==> config.mk <==
export PLATFORM = sky130hd
export DESIGN_NAME = hazard_stall_controller
export DESIGN_NICKNAME = d
export VERILOG_FILES = /design/src/rtl/hazard_stall_controller.sv
export SDC_FILE = /design/constraint.sdc
export NUM_CORES = 1
export LEC_CHECK = 0
export ABC_AREA = 1
export BUFFER_PORTS_ARGS = -buffer_cell sky130_fd_sc_hd__buf_2
export CAP_MARGIN = 20
export CORE_AREA = 3 3 65 67
export CTS_BUF_LIST = sky130_fd_sc_hd__clkbuf_4
export DETAILED_ROUTE_END_ITERATION = 7
export DIE_AREA = 0 0 68 70
export PLACE_DENSITY = 0.65
export REMOVE_ABC_BUFFERS = 1
export SYNTH_ARGS = -nofsm -noshare
export SYNTH_HDL_FRONTEND = slang
export SYNTH_SLANG_ARGS = --single-unit
export TNS_END_PERCENT = 30
==> constraint.sdc <==
create_clock -name clk -period 2 [get_ports clk]
set_input_delay 0.4 -clock clk [delete_from_list [all_inputs] [get_ports clk]]
set_output_delay 0.4 -clock clk [all_outputs]
set_load 0.01 [all_outputs]
==> src/rtl/hazard_stall_controller.sv <==
// Pipeline sequencing controller for the 5-stage core: per-stage write-enable and
// flush generation for load-use, branch, multiply-occupancy and data-memory wait hazards.
module hazard_stall_controller #(
    parameter int MUL_LATENCY = 3,
    parameter int CNT_W       = 16
) (
    input  logic             clk,
    input  logic             reset,
    input  logic [4:0]       ID_Rs1,
    input  logic [4:0]       ID_Rs2,
    input  logic             ID_UsesRs1,
    input  logic             ID_UsesRs2,
    input  logic [4:0]       EX_Rd,
    input  logic             EX_MemRead,
    input  logic             EX_BranchTaken,
    input  logic             EX_MulStart,
    input  logic             MEM_MemReq,
    input  logic             DMem_Ready,
    output logic             PC_Write,
    output logic             IF_ID_Write,
    output logic             IF_ID_Flush,
    output logic             ID_EX_Write,
    output logic             ID_EX_Flush,
    output logic             EX_MEM_Write,
    output logic             EX_MEM_Flush,
    output logic             MEM_WB_Write,
    output logic             MEM_WB_Flush,
    output logic [CNT_W-1:0] StallCount
);

    localparam int                   MUL_CNT_W   = $clog2(MUL_LATENCY) + 1;
    localparam bit                   MUL_STALLS  = (MUL_LATENCY > 1);
    localparam int                   MUL_LOAD_I  = (MUL_LATENCY > 1) ? MUL_LATENCY - 2 : 0;
    localparam logic [MUL_CNT_W-1:0] MUL_LOAD    = MUL_CNT_W'(MUL_LOAD_I);
    localparam logic [CNT_W-1:0]     STALL_MAX   = '1;

    typedef enum logic {
        RUN,
        MEM_WAIT
    } memState_t;

    memState_t             memState;
    memState_t             memStateNext;
    logic                  mulActive;
    logic                  mulActiveNext;
    logic [MUL_CNT_W-1:0]  mulCnt;
    logic [MUL_CNT_W-1:0]  mulCntNext;

    logic                  freeze;
    logic                  mulLaunch;
    logic                  mulBusy;
    logic                  rs1Hit;
    logic                  rs2Hit;
    logic                  loadUse;

    assign freeze    = MEM_MemReq && !DMem_Ready;
    assign mulLaunch = EX_MulStart && !mulActive && MUL_STALLS;
    assign mulBusy   = mulLaunch || (mulActive && (mulCnt != '0));
    assign rs1Hit    = ID_UsesRs1 && (ID_Rs1 == EX_Rd);
    assign rs2Hit    = ID_UsesRs2 && (ID_Rs2 == EX_Rd);
    assign loadUse   = EX_MemRead && (EX_Rd != 5'd0) && (rs1Hit || rs2Hit);

    // State registers: memory-wait status, multiply occupancy and the stall counter.
    always_ff @(posedge clk) begin
        if (reset) begin
            memState   <= RUN;
            mulActive  <= 1'b0;
            mulCnt     <= '0;
            StallCount <= '0;
        end else begin
            memState  <= memStateNext;
            mulActive <= mulActiveNext;
            mulCnt    <= mulCntNext;
            if (!PC_Write && (StallCount != STALL_MAX)) begin
                StallCount <= StallCount + 1'b1;
            end
        end
    end

    // mem_state is status only; the stall decision always uses the live freeze term.
    always_comb begin
        memStateNext = memState;
        case (memState)
            RUN: begin
                if (freeze) begin
                    memStateNext = MEM_WAIT;
                end
            end
            MEM_WAIT: begin
                if (!freeze) begin
                    memStateNext = RUN;
                end
            end
            default: memStateNext = RUN;
        endcase
    end

    // The multiplier keeps counting through frozen cycles, but the multiply can only
    // leave EX on an unfrozen cycle.
    always_comb begin
        mulActiveNext = mulActive;
        mulCntNext    = mulCnt;
        if (mulLaunch) begin
            mulActiveNext = 1'b1;
            mulCntNext    = MUL_LOAD;
        end else if (mulActive) begin
            if (mulCnt != '0) begin
                mulCntNext = mulCnt - 1'b1;
            end else if (!freeze) begin
                mulActiveNext = 1'b0;
            end
        end
    end

    // Hazard priority: memory freeze, multiply occupancy, taken branch, load-use.
    always_comb begin
        PC_Write     = 1'b1;
        IF_ID_Write  = 1'b1;
        IF_ID_Flush  = 1'b0;
        ID_EX_Write  = 1'b1;
        ID_EX_Flush  = 1'b0;
        EX_MEM_Write = 1'b1;
        EX_MEM_Flush = 1'b0;
        MEM_WB_Write = 1'b1;
        MEM_WB_Flush = 1'b0;
        if (reset) begin
            PC_Write     = 1'b0;
            IF_ID_Flush  = 1'b1;
            ID_EX_Flush  = 1'b1;
            EX_MEM_Flush = 1'b1;
            MEM_WB_Flush = 1'b1;
        end else if (freeze) begin
            PC_Write     = 1'b0;
            IF_ID_Write  = 1'b0;
            ID_EX_Write  = 1'b0;
            EX_MEM_Write = 1'b0;
            MEM_WB_Flush = 1'b1;
        end else if (mulBusy) begin
            PC_Write     = 1'b0;
            IF_ID_Write  = 1'b0;
            ID_EX_Write  = 1'b0;
            EX_MEM_Flush = 1'b1;
        end else if (EX_BranchTaken) begin
            IF_ID_Flush  = 1'b1;
            ID_EX_Flush  = 1'b1;
        end else if (loadUse) begin
            PC_Write     = 1'b0;
            IF_ID_Write  = 1'b0;
            ID_EX_Flush  = 1'b1;
        end
    end

endmodule

**Word level (Yosys, flattened, before mapping)**

Cells that the tools add are included.

- Add/subtract/negate cells: 2
- Eq/ne operators: 3
- Mux-type cells: 31
- Reductions and logical operators: 20

Operators by type and width:

| cell | number |
|---|---|
| $mux W1 | 31 |
| $add A16 B1 Y16 const B | 1 |
| $ne A16 B16 Y1 const B | 1 |
| $eq A5 B5 Y1 | 2 |
| $logic_and A1 B1 Y1 | 8 |
| $reduce_bool A5 Y1 | 1 |
| $reduce_and A2 Y1 | 2 |
| $reduce_bool A2 Y1 | 2 |
| $logic_not A1 Y1 | 3 |
| $reduce_bool A3 Y1 | 1 |
| $sub A3 B1 Y3 const B | 1 |
| $logic_or A1 B1 Y1 | 2 |
| $reduce_or A2 Y1 | 1 |

- Bits in registers: 20
- Bits of input ports: 24
- Output and inout port bits: 25
- Logic and storage cells: 60

**Logic depth before layout (Yosys ltp)**

Gate-level depths: netlist of the first run.

- Depth after elaboration: 11
- Depth in mapped cells: 12
- Depth with buffers taken out: 12

**Worst setup path after synthesis of the first run**

No wires, ideal clock.

- Path type: register to output
- Start point: register mulCnt[0]
- End point: output PC_Write
- Data arrival time: 1.444 ns
- Path slack: 0.156 ns
- Cell stages (with the launch flop): 10
- Path through: dfxtp_1 > inv_1 > ha_1 > a21oi_2 > a21oi_1 > nand2_1 > inv_2 > nand3_2 > buf_2 > inv_1

- Cells in the longest elaborated chain, start to end: 6

Ends and longest elaborated chain:

| item | line | RTL |
|---|---|---|
| start: declaration | 46 | `logic [MUL_CNT_W-1:0] mulCnt;` |
| start signal: assignment | 73 | `mulCnt <= mulCntNext;` |
| $reduce_bool A3 Y1 | 58 | `assign mulBusy = mulLaunch \|\| (mulActive && (mulCnt != '0));` |
| $logic_and A1 B1 Y1 | 58 |  |
| $logic_or A1 B1 Y1 | 58 |  |
| $mux W1 | 138 | `end else if (mulBusy) begin` |
| $mux W1 | 132 | `end else if (freeze) begin` |
| $mux W1 | 126 | `if (reset) begin` |
| end: declaration | 19 | `output logic PC_Write,` |

No other way between the ends.

**Final worst setup path of the first run**

- Start point: register mulCnt[0]
- End point: output ID_EX_Flush

- Cells in the longest elaborated chain, start to end: 6

Ends and longest elaborated chain:

| item | line | RTL |
|---|---|---|
| $reduce_bool A3 Y1 | 58 |  |
| $logic_and A1 B1 Y1 | 58 |  |
| $logic_or A1 B1 Y1 | 58 |  |
| $mux W1 | 138 |  |
| $mux W1 | 132 |  |
| $mux W1 | 126 |  |
| end: declaration | 23 | `output logic ID_EX_Flush,` |

No other way between the ends.

==> flow_metrics.tcl, run 1 <==
set metrics [dict create \
    finalInstanceArea_um2 1890 \
    maxSlewViolCount 0 \
    synth_top_area_cell "dfxtp_1" \
    die_x_um 68 \
    yosys.area_share.simple_pct 38.5 \
    post-route-period-util_pct 101 \
    use_met1_pct 20.3 \
    rows 22 \
    dpl_cell_area_um2 1780 \
    synth_top_area_share_pct 27.1 \
    pwr_density_cell_nw_per_um2 437 \
    syn2layout_area_growth_pct 27.6 \
    port-buffer-count 47 \
    cts_tree "yes" \
    place.gp.congestion 0.816 \
    numCtsBuffers 3 \
    root_buffer "clkbuf_4" \
    use_met2_pct 24.9 \
    antenna_found_initial 0 \
    final_nets 310 \
    h-tree-depth 1 \
    globalRoute.busiestLayer "met2" \
    drc 0 \
    core_area_um2 3690 \
    violations "setup timing" \
    first_global_vias 1399 \
    synthCells 229 \
    start_util_pct 40.1 \
    drive_above_1_share_pct 34.5 \
    layout_common_cells "nand2_1, buf_2, nor2_1" \
    final_core_util_pct 51.1 \
    synth.area.mux_share_pct 0 \
    syn-cell-area_um2 1480 \
    clk_path_buf_depth 2 \
    clock-sinks 20 \
    power_mw 0.825 \
    drt_iter0_drc 74 \
    vias_per_cell 4.62 \
    synth_fa_ha_area_share_pct 2.54 \
    grt_max_degree 17 \
    hpwl_mm 2.73 \
    worst_setup_path_start_kind "register" \
    worst_ep_required_time_ps 1600 \
    maxCapViolCount 0 \
    clk_pin_slew_worst_paths_ps 110 \
    clkLatencyLatePin_ps 300 \
    clock_skew_ps 3.15 \
    dpl.cell_count 324 \
    die-area_um2 4760 \
    dr.pass1.iters 4 \
    seq_area_frac_synth_pct 27.1 \
    path_class "register to output port" \
    peakVddDrop_mv 0.228 \
    wl_per_cell_um 11.0 \
    whs_ps 364 \
    die_y_um 70 \
    postCtsHoldBufs 0 \
    fmax_mhz 497 \
    synth_top_family_by_area "simple AND/OR/NAND/NOR gates" \
    drtAntennaViolNets 0 \
    power_leakage_nw 0.911 \
    period_minus_slack_ps 2010 \
    use_met3_pct 1.61 \
    cp_max_fo 3 \
    finalSetupViolCount 1 \
    drt_wl_total_mm 3.63 \
    post-place-ws_ps 184 \
    synthXorXnorAreaFrac_pct 8.30 \
    track_usage_pct 15.4 \
    outcome "complete, but fails checks" \
    synth_compound_area_share_pct 11.7 \
    rsz0062_at_grt "true" \
    synth-seq-cells 20 \
    setup_ws_ps -13.8 \
    crit_arrival_ps 1610 \
    setup_tns_ps -13.8 \
    min_path_type "input port to register" \
    layout_commonest_cell "nand2_1" \
    synth_warnings 0 \
    grt_pass1_wl_mm 5.93 \
    antennaDiodeCount 0 \
    hold_violations 0 \
    final_cells 329 \
    synth.distinct_cells 30 \
    endpoint_kind "output port" \
    via_count 1520 \
    synthTopCellsByArea "dfxtp_1, nand2_1, nand3_1, a21oi_2, inv_1" \
    synth.avg_cell_area_um2 6.45 \
    ios 49 \
    overflow 0 \
]
-- layout make-up --
type / instances / area [um2]
timing repair buffer: 55 / 314
sequential: 20 / 403
fill: 389 / 1800
clock buffer: 3 / 22.5
inverter: 35 / 134
tap: 48 / 60.1
multi-input combinational: 168 / 952
-- timing repair --
item | CTS | global route
setup buffers | 1 | 1
gates resized for setup | 7 | 11
endpoints found under the setup margin | 4 | 3
pin swaps | 2 | 4
-- synth_stat cells (all sizes together) --
cell	number
nand2	67
inv	35
nand3	24
nor2	24
dfxtp	20
a21oi	19
xor2	10
nor3	5
buf	4
o21ai	4
xnor2	4
ha	3
nand4	3
clkbuf	2
nand3b	2
a211oi	1
a31o	1
conb	1
-- worst paths after layout --
kind / slack, ps / end / start / cells past startpoint
max: -10 / ID_EX_Flush / mulCnt[0]$_SDFFE_PP0P_ / 8
min: 360 / mulActive$_SDFF_PP0_ / EX_MulStart / 3
max reg2reg: 230 / StallCount[1]$_SDFFE_PP0P_ / StallCount[0]$_SDFFE_PP0P_ / 10
min reg2reg: 510 / StallCount[7]$_SDFFE_PP0P_ / StallCount[7]$_SDFFE_PP0P_ / 2
-- per-layer routing --
layer	vias up	routed length, um
li1	819	-
met1	656	1620
met2	38	1770
met3	7	165
met4	0	72
met5	-	0
-- state kept, by name (all words and copies together) (netlist names) --
name        count
mulCnt          3
StallCount     16
mulActive       1
-- where the power goes --
part           switching [mW]  internal (mW)
Combinational           0.118         0.0895
Clock                   0.123         0.0702
Sequential             0.0132          0.410
Total                   0.255          0.570
-- kinds of logic after synthesis --
kind of cell	after synthesis
flip-flops	20
adder cells (fa/ha/maj)	3
AO/OA/AOI/OAI	25
buffers and inverters	41
XOR/XNOR	14
AND/OR/NAND/NOR	125
other	1
-- worst max-delay path: stages, from the launching register on --
cell and delay (ps):
dfxtp_2 360, inv_2 60, ha_4 160, a21oi_4 150
a21oi_2 60, nand2_2 100, o21ai_2 80, a31o_4 230
buf_6 110
(Power assumes the default switching activity.)
==> run 2: changes to the inputs <==
Settings changed: CORE_AREA 3 3 65 67 to 3 3 58 60, DIE_AREA 0 0 68 70 to 0 0 61 63, PLACE_DENSITY 0.65 to 0.79.
==> run 2 against run 1 <==
Against the previous run: first-iteration DRC count shrank 11%; via count increased by 5.5%; utilization up 12 points; combinational power increased by 2%; the run now ends clean.
==> flow_metrics.tcl, run 2 (synthesis gave the netlist of run 1 again) <==
set metrics [dict create \
    outcome "finished clean" \
    reg2reg_setup_slack_ps 210 \
    crit_buf_inv 2 \
    overflow 0 \
    seqPwrFrac_pct 50.5 \
    fmax_mhz 500 \
    die_y_um 63 \
    crit_arrival_ps 1600 \
    pwr_density_cell_nw_per_um2 444 \
    finalSetupViolCount 0 \
    clock-sinks 20 \
    h-tree-depth 1 \
    clk_path_buf_depth 2 \
    endpoint_kind "output port" \
    filler_cell_count 265 \
    vias_per_cell 5.06 \
    r2r-start "StallCount[0]$_SDFFE_PP0P_" \
    drc 0 \
    period_minus_slack_ps 2000 \
    top_register "StallCount" \
    drt_iter0_drc 66 \
    place.gp.congestion 0.805 \
    dr.pass1.iters 5 \
    grt_pass1_wl_mm 5.73 \
    track_usage_pct 18.8 \
    globalRoute.busiestLayer "met2" \
    clkLatencyLatePin_ps 310 \
    r2r_cells 10 \
    combPwrFrac_pct 25.4 \
    use_met2_pct 33.4 \
    cp_max_fo 3 \
    hpwl_mm 2.66 \
    numCtsBuffers 3 \
    start_util_pct 49.6 \
    path_cells "inv_4, ha_4, a21oi_4, a21oi_2, nand2_2, o21ai_2, a31o_4, buf_6" \
    intPower_mw 0.576 \
    drt_wl_total_mm 3.45 \
    maxCapViolCount 0 \
    antennaDiodeCount 0 \
    largest_register_ffs 16 \
    hold_end "mulActive$_SDFF_PP0_" \
    path_class "register to output port" \
    grt_max_degree 16 \
    r2r_end "StallCount[0]$_SDFFE_PP0P_" \
    drive_above_1_share_pct 35.2 \
    p_sw_share_pct 31.2 \
    p_switching_mw 0.261 \
    hold_violations 0 \
    layout_common_cells "nand2_1, buf_2, nor2_1" \
    final_nets 312 \
    use_met3_pct 2.69 \
    final_core_util_pct 63.3 \
    clock_skew_ps 5.73 \
    min_path_cells 3 \
    clk_pin_slew_worst_paths_ps 110 \
    min_path_type "input port to register" \
    core_area_um2 2980 \
    ios 49 \
    max_stage_delay_ps 370 \
    rsz0062_at_grt "true" \
    maxSlewViolCount 0 \
    power_mw 0.837 \
    slowest_stage "dfxtp_2" \
    peakVddDrop_mv 0.197 \
    hp-start "EX_MulStart" \
    clockPowerShare_pct 24.2 \
    die-area_um2 3840 \
    use_met1_pct 21.6 \
    die_x_um 61 \
    port-buffer-count 47 \
    post-route-period-util_pct 100 \
    first_global_vias 1429 \
    drtAntennaViolNets 0 \
    worst_setup_path_start_kind "register" \
    wl_per_cell_um 10.9 \
    cts_tree "yes" \
    root_buffer "clkbuf_4" \
    cp_top_family "compound AO/OA/AOI/OAI gates" \
    antenna_found_initial 0 \
    via_count 1604 \
    power_leakage_nw 0.921 \
    layout_commonest_cell "nand2_1" \
    rows 20 \
    largestRegisters "StallCount (16), mulCnt (3), mulActive (1)" \
    worst_ep_required_time_ps 1600 \
    syn2layout_area_growth_pct 27.5 \
]
run 2: changes by cell type in the layout (fill, tap and decap cells not counted), sizes merged:
cell,delta
clkinv,+1
buf,+2
run 2: worst reg2reg max path, delay by kind of cell, from the launching register on:
kind                     cells  cell delay, ps
AND/OR/NAND/NOR              7             880
flip-flops                   1             410
adder cells (fa/ha/maj)      1             240
buffers and inverters        2             160
run 2: cell type report:
class	count	area, um2	share of cell area [%]
multi-input cells	168	955	50.7
flip-flops and latches	20	403	21.4
repair buffers	57	323	17.1
inverters	35	136	7.24
well taps	33	41.3	2.19
clock buffers	3	22.5	1.20
clock inverters	1	3.75	0.199
run 2: metal layers:
metal  part of all wire (%)  vias up  wire length, um
met1                     42      719             1450
met3                    5.5        5              189
met5                      0        -                0
met2                     51       48             1750
met4                    1.6        0               55
li1                       -      832                -
run 2: through the flow:
| step | hold slack (ps) | setup TNS, ps | instance area, um2 | worst slack, ps | std cells |
|---|---|---|---|---|---|
| 2_1_floorplan | 461 | 0 | 1440 | 158 | 223 |
| 3_3_place_gp | 471 | 0 | 1770 | 235 | 310 |
| 4_1_cts | 356 | 0 | 1830 | 4.75 | 316 |
| 6_report | 353 | 0 | 1880 | 0.281 | 317 |
| 3_5_place_dp | 479 | 0 | 1770 | 171 | 310 |
| 5_1_grt | 369 | -123 | 1880 | -87.5 | 317 |
run 2: what timing repair did:
item / CTS / global route
setup endpoints to repair: 4 / 6
gates resized for setup: 7 / 12
hold buffers: 0 / 0
pin swaps: 2 / 4
buffers inserted: 2 / 1
run 2: power by group through the flow:
stage	combinational, mW	sequential [mW]	clock, mW
5_1_grt	0.236	0.425	0.221
6_report	0.212	0.423	0.202
3_3_place_gp	0.179	0.430	0
3_5_place_dp	0.182	0.430	0
2_1_floorplan	0.0995	0.432	0
4_1_cts	0.194	0.421	0.204
run 2: worst max path at each step:
stage	startpoint	end	slack [ps]	cells past startpoint
2_1_floorplan	mulCnt[0]$_SDFFE_PP0P_	ID_EX_Flush	160	7
3_3_place_gp	mulCnt[0]$_SDFFE_PP0P_	ID_EX_Flush	230	8
3_5_place_dp	mulCnt[0]$_SDFFE_PP0P_	ID_EX_Flush	170	8
4_1_cts	mulCnt[1]$_SDFFE_PP0P_	ID_EX_Flush	5	8
5_1_grt	mulCnt[0]$_SDFFE_PP0P_	ID_EX_Flush	-90	8
6_report	mulCnt[0]$_SDFFE_PP0P_	ID_EX_Flush	0.3	8
